`config.mk`:
```
export PLATFORM = sky130hd
export DESIGN_NAME = wb_retire_queue
export DESIGN_NICKNAME = d
export VERILOG_FILES = /design/src/rtl/wb_retire_queue.sv
export SDC_FILE = /design/constraint.sdc
export NUM_CORES = 1
export LEC_CHECK = 0
export CAP_MARGIN = 15
export CORE_UTILIZATION = 58
export DETAILED_ROUTE_END_ITERATION = 16
export DONT_BUFFER_PORTS = 1
export GPL_TIMING_DRIVEN = 0
export PLACE_DENSITY = 0.73
export SLEW_MARGIN = 40
export SYNTH_ARGS = -nofsm -noshare
export SYNTH_HDL_FRONTEND = slang
export SYNTH_SLANG_ARGS = --single-unit
```
`constraint.sdc`:
```
create_clock -name clk_i -period 11.5 [get_ports clk_i]
set_input_delay 2.3 -clock clk_i [delete_from_list [all_inputs] [get_ports clk_i]]
set_output_delay 2.3 -clock clk_i [all_outputs]
set_load 0.005 [all_outputs]
```
`src/rtl/wb_retire_queue.sv`:
```
// In-order writeback/retire queue: buffers completed instructions, retires one per cycle
// to the regfile and commit-trace ports, and forwards buffered results to two lookups.

module wb_retire_queue_chk #(
    parameter int DEPTH = 4,
    parameter int CW    = 3
) (
    input logic          clk_i,
    input logic          rst_i,
    input logic [CW-1:0] count_q,
    input logic          push,
    input logic          pop
);
    // Occupancy stays within bounds and the handshake never over/underflows.
    a_count_range: assert property (@(posedge clk_i) disable iff (rst_i)
        count_q <= CW'(DEPTH));
    a_no_overflow: assert property (@(posedge clk_i) disable iff (rst_i)
        !(push && (count_q == CW'(DEPTH))));
    a_no_underflow: assert property (@(posedge clk_i) disable iff (rst_i)
        !(pop && (count_q == CW'(0))));
endmodule

module wb_retire_queue #(
    parameter int DATA_W = 32,
    parameter int DEPTH  = 4,
    parameter int REG_AW = 5
) (
    input  logic                       clk_i,
    input  logic                       rst_i,
    input  logic                       in_valid_i,
    output logic                       in_ready_o,
    input  logic [DATA_W-1:0]          in_pc_i,
    input  logic [DATA_W-1:0]          in_instr_i,
    input  logic [DATA_W-1:0]          in_result_i,
    input  logic [REG_AW-1:0]          in_rd_i,
    input  logic                       in_we_i,
    input  logic                       wb_stall_i,
    output logic                       wr_en_o,
    output logic [REG_AW-1:0]          wr_addr_o,
    output logic [DATA_W-1:0]          wr_data_o,
    output logic                       commit_valid_o,
    output logic [DATA_W-1:0]          commit_pc_o,
    output logic [DATA_W-1:0]          commit_instr_o,
    output logic [DATA_W-1:0]          commit_result_o,
    input  logic [REG_AW-1:0]          fwd_rs1_addr_i,
    output logic                       fwd_rs1_hit_o,
    output logic [DATA_W-1:0]          fwd_rs1_data_o,
    input  logic [REG_AW-1:0]          fwd_rs2_addr_i,
    output logic                       fwd_rs2_hit_o,
    output logic [DATA_W-1:0]          fwd_rs2_data_o,
    output logic [$clog2(DEPTH+1)-1:0] count_o
);
    localparam int PW = $clog2(DEPTH);
    localparam int CW = $clog2(DEPTH+1);

    typedef struct packed {
        logic [DATA_W-1:0] pc;
        logic [DATA_W-1:0] instr;
        logic [DATA_W-1:0] result;
        logic [REG_AW-1:0] rd;
        logic              we;
    } entry_t;

    entry_t         mem_q [DEPTH];
    entry_t         mem_d [DEPTH];
    entry_t         in_entry;
    entry_t         head_entry;
    logic [PW-1:0]  head_q, head_d;
    logic [PW-1:0]  tail_q, tail_d;
    logic [CW-1:0]  count_q, count_d;
    logic           push;
    logic           pop;

    assign in_entry   = '{pc: in_pc_i, instr: in_instr_i, result: in_result_i,
                          rd: in_rd_i, we: in_we_i};
    assign head_entry = mem_q[head_q];

    // Ready depends only on registered occupancy, so a full queue never passes through.
    assign in_ready_o = !rst_i && (count_q != CW'(DEPTH));
    assign push       = in_valid_i && in_ready_o;
    assign pop        = !rst_i && (count_q != CW'(0)) && !wb_stall_i;

    // Pointer, occupancy and storage next-state.
    always_comb begin
        head_d  = head_q + PW'(pop);
        tail_d  = tail_q + PW'(push);
        count_d = count_q + CW'(push) - CW'(pop);
        for (int i = 0; i < DEPTH; i++) begin
            mem_d[i] = (push && (tail_q == PW'(i))) ? in_entry : mem_q[i];
        end
    end

    // Control state with synchronous reset.
    always_ff @(posedge clk_i) begin
        if (rst_i) begin
            head_q  <= '0;
            tail_q  <= '0;
            count_q <= '0;
        end else begin
            head_q  <= head_d;
            tail_q  <= tail_d;
            count_q <= count_d;
        end
    end

    // Entry storage; contents are don't-care after reset.
    always_ff @(posedge clk_i) begin
        for (int i = 0; i < DEPTH; i++) begin
            mem_q[i] <= mem_d[i];
        end
    end

    assign commit_valid_o  = pop;
    assign commit_pc_o     = pop ? head_entry.pc     : '0;
    assign commit_instr_o  = pop ? head_entry.instr  : '0;
    assign commit_result_o = pop ? head_entry.result : '0;
    assign wr_en_o         = pop && head_entry.we && (head_entry.rd != '0);
    assign wr_addr_o       = pop ? head_entry.rd     : '0;
    assign wr_data_o       = pop ? head_entry.result : '0;
    assign count_o         = rst_i ? '0 : count_q;

    // Forwarding: scan oldest to youngest so the youngest match wins; the
    // retiring head still counts because the regfile only updates at the edge.
    always_comb begin : fwd_scan
        logic [PW-1:0] idx;
        logic          live;
        fwd_rs1_hit_o  = 1'b0;
        fwd_rs1_data_o = '0;
        fwd_rs2_hit_o  = 1'b0;
        fwd_rs2_data_o = '0;
        idx            = '0;
        live           = 1'b0;
        for (int i = 0; i < DEPTH; i++) begin
            idx  = head_q + PW'(i);
            live = !rst_i && (CW'(i) < count_q) && mem_q[idx].we;
            if (live && (fwd_rs1_addr_i != '0) && (mem_q[idx].rd == fwd_rs1_addr_i)) begin
                fwd_rs1_hit_o  = 1'b1;
                fwd_rs1_data_o = mem_q[idx].result;
            end else begin
                fwd_rs1_hit_o  = fwd_rs1_hit_o;
            end
            if (live && (fwd_rs2_addr_i != '0) && (mem_q[idx].rd == fwd_rs2_addr_i)) begin
                fwd_rs2_hit_o  = 1'b1;
                fwd_rs2_data_o = mem_q[idx].result;
            end else begin
                fwd_rs2_hit_o  = fwd_rs2_hit_o;
            end
        end
    end

    wb_retire_queue_chk #(.DEPTH(DEPTH), .CW(CW)) u_chk (
        .clk_i   (clk_i),
        .rst_i   (rst_i),
        .count_q (count_q),
        .push    (push),
        .pop     (pop)
    );
endmodule

```
==> flow_summary.json, run 1 <==
{
  "status": "complete, no violations",
  "synth-main-ff-cell": "edfxtp_1",
  "tightest_slew_ns": 0.9022,
  "final_nets": 1580,
  "post_cts_resized": 0,
  "final.setup.tns_ns": 0,
  "synth_seq_cells": 415,
  "ys_warn_count": 0,
  "initial_core_util_pct": 58.97,
  "worstHoldStart": "tail_q[1]",
  "min_to": "tail_q[1]",
  "tritoncts": "done",
  "criticalPathCategory": "in2out",
  "period_needed_ns": 7.445,
  "h-tree-depth": 2,
  "worstPathArrival_ns": 5.14,
  "clockBufferDepth": 3,
  "gp_congestion": 0.9296,
  "place_hpwl_um": 42840,
  "die_w_um": 192.2,
  "grt_start_max_net_pins": 29,
  "start_kind": "input port",
  "finalHoldViolCount": 0,
  "fin_crit_sh_pct": 64.74,
  "clkPwrFrac_pct": 33.9,
  "syn_nets": 1478,
  "peakVddDrop_v": 0.0001668,
  "drc": 0,
  "clk_pin_slew_ns": 0.06,
  "power_density_mw_per_mm2": 161.6,
  "cts.sinks": 415,
  "viasPerCell": 6.905,
  "ios": 321,
  "dpl.cell_count": 1873,
  "end_kind": "output port",
  "regToRegEndpoint": "head_q[1]",
  "cts-buffers-inserted": 42,
  "final_cell_area_mm2": 0.02328,
  "ant_nets": 0,
  "power_frac_seq_pct": 46.7,
  "root_buffer": "clkbuf_16",
  "p_sw_share_pct": 26.27,
  "worstSkewPairLatency_ns": 0.57,
  "cp.required_ns": 9.20,
  "grt_pass1_wl_um": 86080,
  "syn_avg_cell_area_um2": 15.48,
  "p_leak_nw": 7.459,
  "max_freq_mhz": 134.3,
  "core_mm2": 0.03557,
  "drt_iter0_drc": 1432,
  "slew_violations": 0,
  "antenna_found_initial": 0,
  "setup-violations-final": 0,
  "globalRouteTotalUtil_pct": 32.30,
  "layout.cells.non_filler": 1950,
  "slew-limit-headroom_pct": 39.36,
  "routed_wl_um": 59180,
  "vias": 13460,
  "placed_cell_area_mm2": 0.02200,
  "rows": 69,
  "worstRegToRegCells": 8,
  "post_drt_wl_per_cell_um": 30.35,
  "io_buffers": 0,
  "timing.rr.start": "head_q[1]",
  "switchingPower_mw": 0.9885,
  "power_mw": 3.763,
  "yosysUniqueCellTypes": 54,
  "cp-startpoint": "fwd_rs2_addr_i[1]",
  "drive_above_1_share_pct": 26.88,
  "cts_setup_buffers": 0,
  "dr.pass1.iters": 6,
  "regToRegSetupSlack_ns": 8.28,
  "rsz0062_at_grt": "false",
  "crit_fanout": 10,
  "synth-edff-count": 408,
  "yosysSeqAreaShare_pct": 59.08,
  "synthArstFlopShare_pct": 0,
  "die_h_um": 192.2,
  "grt-ovfl-total": 0,
  "area_growth_syn_to_layout_pct": 11.01,
  "maxCapViolations": 0,
  "combPwrFrac_pct": 19.4,
  "syn-instance-count": 1355,
  "hp-class": "reg2reg",
  "p_int_mw": 2.775,
  "synthesis.area_mm2": 0.02097,
  "min_path_cells": 2,
  "dieArea_mm2": 0.03693,
  "fin_worst_skew_ns": 0.02557,
  "cts-hold-fix-buffers": 0,
  "grt_pass1_vias": 13630
}
[kinds of logic (layout without fill, tap and decap cells)]
| family | after synthesis | after routing | synth area share, % |
|---|---|---|---|
| and+or+nand+nor | 255 | 255 | 6.568 |
| AOI/OAI and AO/OA | 240 | 240 | 7.708 |
| muxes | 235 | 235 | 20.49 |
| xor gates and xnor gates | 40 | 40 | 1.670 |
| other | 0 | 1 | 0 |
| adders and majority gates | 7 | 7 | 0.4534 |
| DFF | 415 | 415 | 59.08 |
| buffers and inverters | 163 | 296 | 4.027 |
[area by class of cell]
type / count / area [µm²]
Timing Repair Buffer: 58 / 437.9
Tap cell: 461 / 576.8
Buffer: 145 / 778.2
Clock buffer: 53 / 1092
Multi-Input combinational cell: 777 / 7757
Clock inverter: 22 / 177.7
Inverter: 18 / 67.56
Sequential cell: 415 / 12390
Fill cell: 2550 / 12290
Antenna cell: 1 / 2.502
[stage by stage]
stage / worst slack [ns] / hold WS, ns / util, %
final: 4.055 / 0.5904 / 65.46
after global placement: -6.069 / 0.5368 / 60.59
after detailed placement: 4.167 / 0.5858 / 61.84
after global routing: 3.977 / 0.6508 / 65.45
after floorplan: 0.4699 / 0.5245 / -
after CTS: 4.159 / 0.5951 / 65.41
[routing by layer]
layer / part of all wire, % / GRT usage (%) / wire, µm
met1: 35 / 38.91 / 20670
met2: 48 / 51.85 / 28530
met3: 13 / 13.12 / 7916
met4: 3.5 / 12.84 / 2067
met5: 0 / 0 / 0
[layout by cell type, fill, tap and decap left out, types with 4 or more instances in the layout]
| cell | netlist | final |
|---|---|---|
| a21oi_1 | 43 | 43 |
| a221o_1 | 5 | 5 |
| a221oi_1 | 38 | 38 |
| and2_1 | 103 | 103 |
| and3_1 | 5 | 4 |
| buf_1 | 10 | 10 |
| buf_2 | 41 | 61 |
| buf_4 | 36 | 67 |
| buf_6 | 6 | 10 |
| clkbuf_1 | 51 | 61 |
| clkbuf_16 | 0 | 42 |
| clkinv_1 | 0 | 8 |
| clkinv_2 | 0 | 6 |
| dfxtp_1 | 7 | 7 |
| edfxtp_1 | 408 | 408 |
| ha_1 | 6 | 6 |
| inv_1 | 18 | 18 |
| mux2_2 | 33 | 33 |
| mux2i_1 | 51 | 51 |
| mux4_1 | 4 | 4 |
| mux4_2 | 147 | 147 |
| nand2_1 | 40 | 40 |
| nand3_1 | 22 | 22 |
| nand4_1 | 5 | 5 |
| nor2_1 | 50 | 50 |
| nor2b_1 | 5 | 5 |
| nor3_1 | 5 | 4 |
| o211ai_1 | 4 | 4 |
| o211ai_2 | 5 | 5 |
| o21a_1 | 5 | 5 |
| o21ai_0 | 68 | 68 |
| o21ai_1 | 4 | 4 |
| o221ai_1 | 9 | 9 |
| o221ai_2 | 4 | 4 |
| o22ai_1 | 38 | 38 |
| o2bb2ai_1 | 5 | 5 |
| or4_1 | 5 | 5 |
| xnor2_1 | 29 | 29 |
| xor2_1 | 11 | 11 |
[critical path: stages]
cell      delay [ns]
clkbuf_1        0.20
nor4_1          0.58
nor3_1          0.09
o211ai_1        0.25
or2_2           0.15
buf_2           0.29
clkbuf_1        0.65
o21ai_0         0.21
o22ai_1         0.41
[synth_stat cells (all sizes together), types with 11 or more instances]
library cell  count  share of area, %
mux2             33               1.8
and2            103               3.1
o21ai            72               1.7
o221ai           13              0.66
xnor2            29               1.2
a21oi            43               1.0
o22ai            39               1.2
xor2             11              0.46
inv              18              0.32
clkbuf           52              0.94
mux2i            51               2.4
nor2             50              0.89
mux4            151                16
buf              93               2.8
edfxtp          408                58
a221oi           38               1.6
nand3            23              0.61
nand2            40              0.72
[power groups by stage]
stage / combinational (mW) / clock [mW] / sequential, mW
2_1_floorplan: 0.537 / 0 / 1.79
3_3_place_gp: 0.695 / 0 / 1.81
3_5_place_dp: 0.723 / 0 / 1.79
4_1_cts: 0.727 / 1.29 / 1.76
5_1_grt: 0.782 / 1.34 / 1.76
6_report: 0.731 / 1.28 / 1.76
[how the worst max path moves through the flow]
stage	slack, ns	depth (start not counted)	to
6_report	4.06	9	fwd_rs2_data_o[30]
5_1_grt	3.98	9	fwd_rs2_data_o[30]
4_1_cts	4.16	6	wr_data_o[14]
3_5_place_dp	4.17	6	wr_data_o[14]
3_3_place_gp	-6.07	4	mem_q[1][82]
2_1_floorplan	0.47	4	mem_q[1][0]
[sequential cells by signal, summed over array words and instances, names as in the netlist]
register  flops
count_q       3
head_q        2
mem_q       408
tail_q        2
(Power assumes the default switching activity.)
==> inputs of run 2 (changes only) <==
- clock period: 11.5 -> 6.8 ns (I/O delays scaled with it)
==> run 2 against run 1 <==
Non-clock buffer count is the same; cell count is essentially flat; combinational power increased by 70%; highest routed layer unchanged; critical path type unchanged; routed wire length about the same; core utilization hardly changed; die area stayed put; clock power grew 69%.
==> flow_summary.json, run 2 (synthesized netlist as in run 1, its figures left out) <==
{
  "slew_violations": 0,
  "drc": 0,
  "gp_congestion": 0.9296,
  "largest_reg_flops": 408,
  "start_kind": "input port",
  "h-tree-depth": 2,
  "finalHoldViolCount": 0,
  "cts.sinks": 415,
  "regToRegSetupSlack_ns": 3.79,
  "hp-class": "reg2reg",
  "final_nets": 1580,
  "power_mw": 6.366,
  "worstSkewPairLatency_ns": 0.56,
  "post_drt_wl_per_cell_um": 30.38,
  "vias": 13550,
  "antenna_cells": 0,
  "dr.pass1.iters": 5,
  "peakVddDrop_v": 0.0002825,
  "worstPathArrival_ns": 4.26,
  "power_density_mw_per_mm2": 273.4,
  "grt_pass1_wl_um": 85950,
  "die_w_um": 192.2,
  "final_cell_mix": "408 x edfxtp_1, 147 x mux4_2, 103 x and2_1",
  "fin_crit_sh_pct": 82.61,
  "place_ws_ns": 1.347,
  "timing.rr.start": "count_q[0]",
  "grt_start_max_net_pins": 29,
  "cts-hold-fix-buffers": 0,
  "core_mm2": 0.03557,
  "crit_fanout": 10,
  "regToRegEndpoint": "count_q[1]",
  "clockBufferDepth": 3,
  "tightest_slew_ns": 0.8747,
  "cts_setup_buffers": 0,
  "cp.required_ns": 5.44,
  "root_buffer": "clkbuf_16",
  "antenna_found_initial": 0,
  "area_growth_syn_to_layout_pct": 11.00,
  "maxCapViolations": 0,
  "cts-buffers-inserted": 42,
  "p_leak_nw": 7.463,
  "grt-ovfl-total": 0,
  "end_kind": "output port",
  "cp-startpoint": "fwd_rs2_addr_i[1]",
  "viasPerCell": 6.954,
  "ios": 321,
  "tritoncts": "done",
  "rsz0062_at_grt": "false",
  "routed_wl_um": 59210,
  "dieArea_mm2": 0.03693,
  "max_freq_mhz": 178.0,
  "criticalPathCategory": "in2out",
  "status": "complete, no violations",
  "die_h_um": 192.2,
  "fin_worst_skew_ns": 0.02722,
  "worstRegToRegCells": 9,
  "grt_pass1_vias": 13650,
  "final.setup.worst_slack_ns": 1.182,
  "clk_pin_slew_ns": 0.06,
  "period_needed_ns": 5.618,
  "final_common_cell": "edfxtp_1",
  "cp-endpoint": "fwd_rs2_data_o[30]",
  "ant_nets": 0,
  "post_cts_resized": 0,
  "regMostFlops": "mem_q",
  "globalRouteTotalUtil_pct": 32.22,
  "io_buffers": 0,
  "rows": 69,
  "reg_top3": "mem_q (408), count_q (3)",
  "setup-violations-final": 0,
  "initial_core_util_pct": 58.97,
  "place_hpwl_um": 42840,
  "drt_iter0_drc": 1344,
  "drive_above_1_share_pct": 26.95,
  "slew-limit-headroom_pct": 41.20
}
## run 2: cell count changes in the layout (fill, tap and decap cells not counted)
cell	delta
buf_1	-1
clkbuf_2	+1
diode_2	-1
## run 2: per-layer routing
layer / up-vias / wire length (µm) / share of wire (%) / global-route usage, %
met5: - / 0 / 0 / 0
met4: 0 / 2205 / 3.7 / 12.78
met3: 172 / 8116 / 14 / 13.06
met2: 912 / 28350 / 48 / 51.81
met1: 6855 / 20540 / 35 / 38.77
li1: 5614 / - / - / -
## run 2: how the worst min path moves through the flow
stage	start	endpoint	slack (ns)	cells past startpoint
2_1_floorplan	tail_q[1]	tail_q[1]	0.52	2
3_5_place_dp	tail_q[1]	tail_q[1]	0.59	2
6_report	tail_q[1]	tail_q[1]	0.59	2
4_1_cts	tail_q[1]	tail_q[1]	0.60	2
3_3_place_gp	tail_q[1]	tail_q[1]	0.54	2
5_1_grt	tail_q[1]	tail_q[1]	0.65	2
## run 2: layout make-up
type	instances	area, µm²
buffer	145	779.5
clock buffer	53	1092
inverter	18	67.56
timing repair buffer	58	437.9
sequential	415	12390
clock inverter	22	177.7
multi-input combinational	777	7757
fill	2548	12290
tap	461	576.8
## run 2: critical path: stages
cell	delay (ns)
clkbuf_1	0.20
nor4_1	0.61
nor3_1	0.10
o211ai_1	0.26
or2_2	0.15
buf_2	0.29
clkbuf_1	0.68
o21ai_0	0.22
o22ai_1	0.39
## run 2: power breakdown
part           internal, mW  switching [mW]  total [mW]
Combinational         0.549           0.687        1.24
Sequential             2.93          0.0445        2.97
Clock                  1.22           0.943        2.16
Total                  4.69            1.67        6.37
## run 2: through the flow
stage	area, µm²	cells	utilization, %	hold WS, ns	TNS (ns)
2_1_floorplan	20970	1355	-	0.5245	-946.17
3_3_place_gp	21550	1816	60.59	0.5368	-2872.52
3_5_place_dp	22000	1873	61.84	0.5858	0
4_1_cts	23270	1948	65.41	0.5951	0
5_1_grt	23280	1949	65.45	0.6508	0
6_report	23280	1949	65.45	0.5901	0
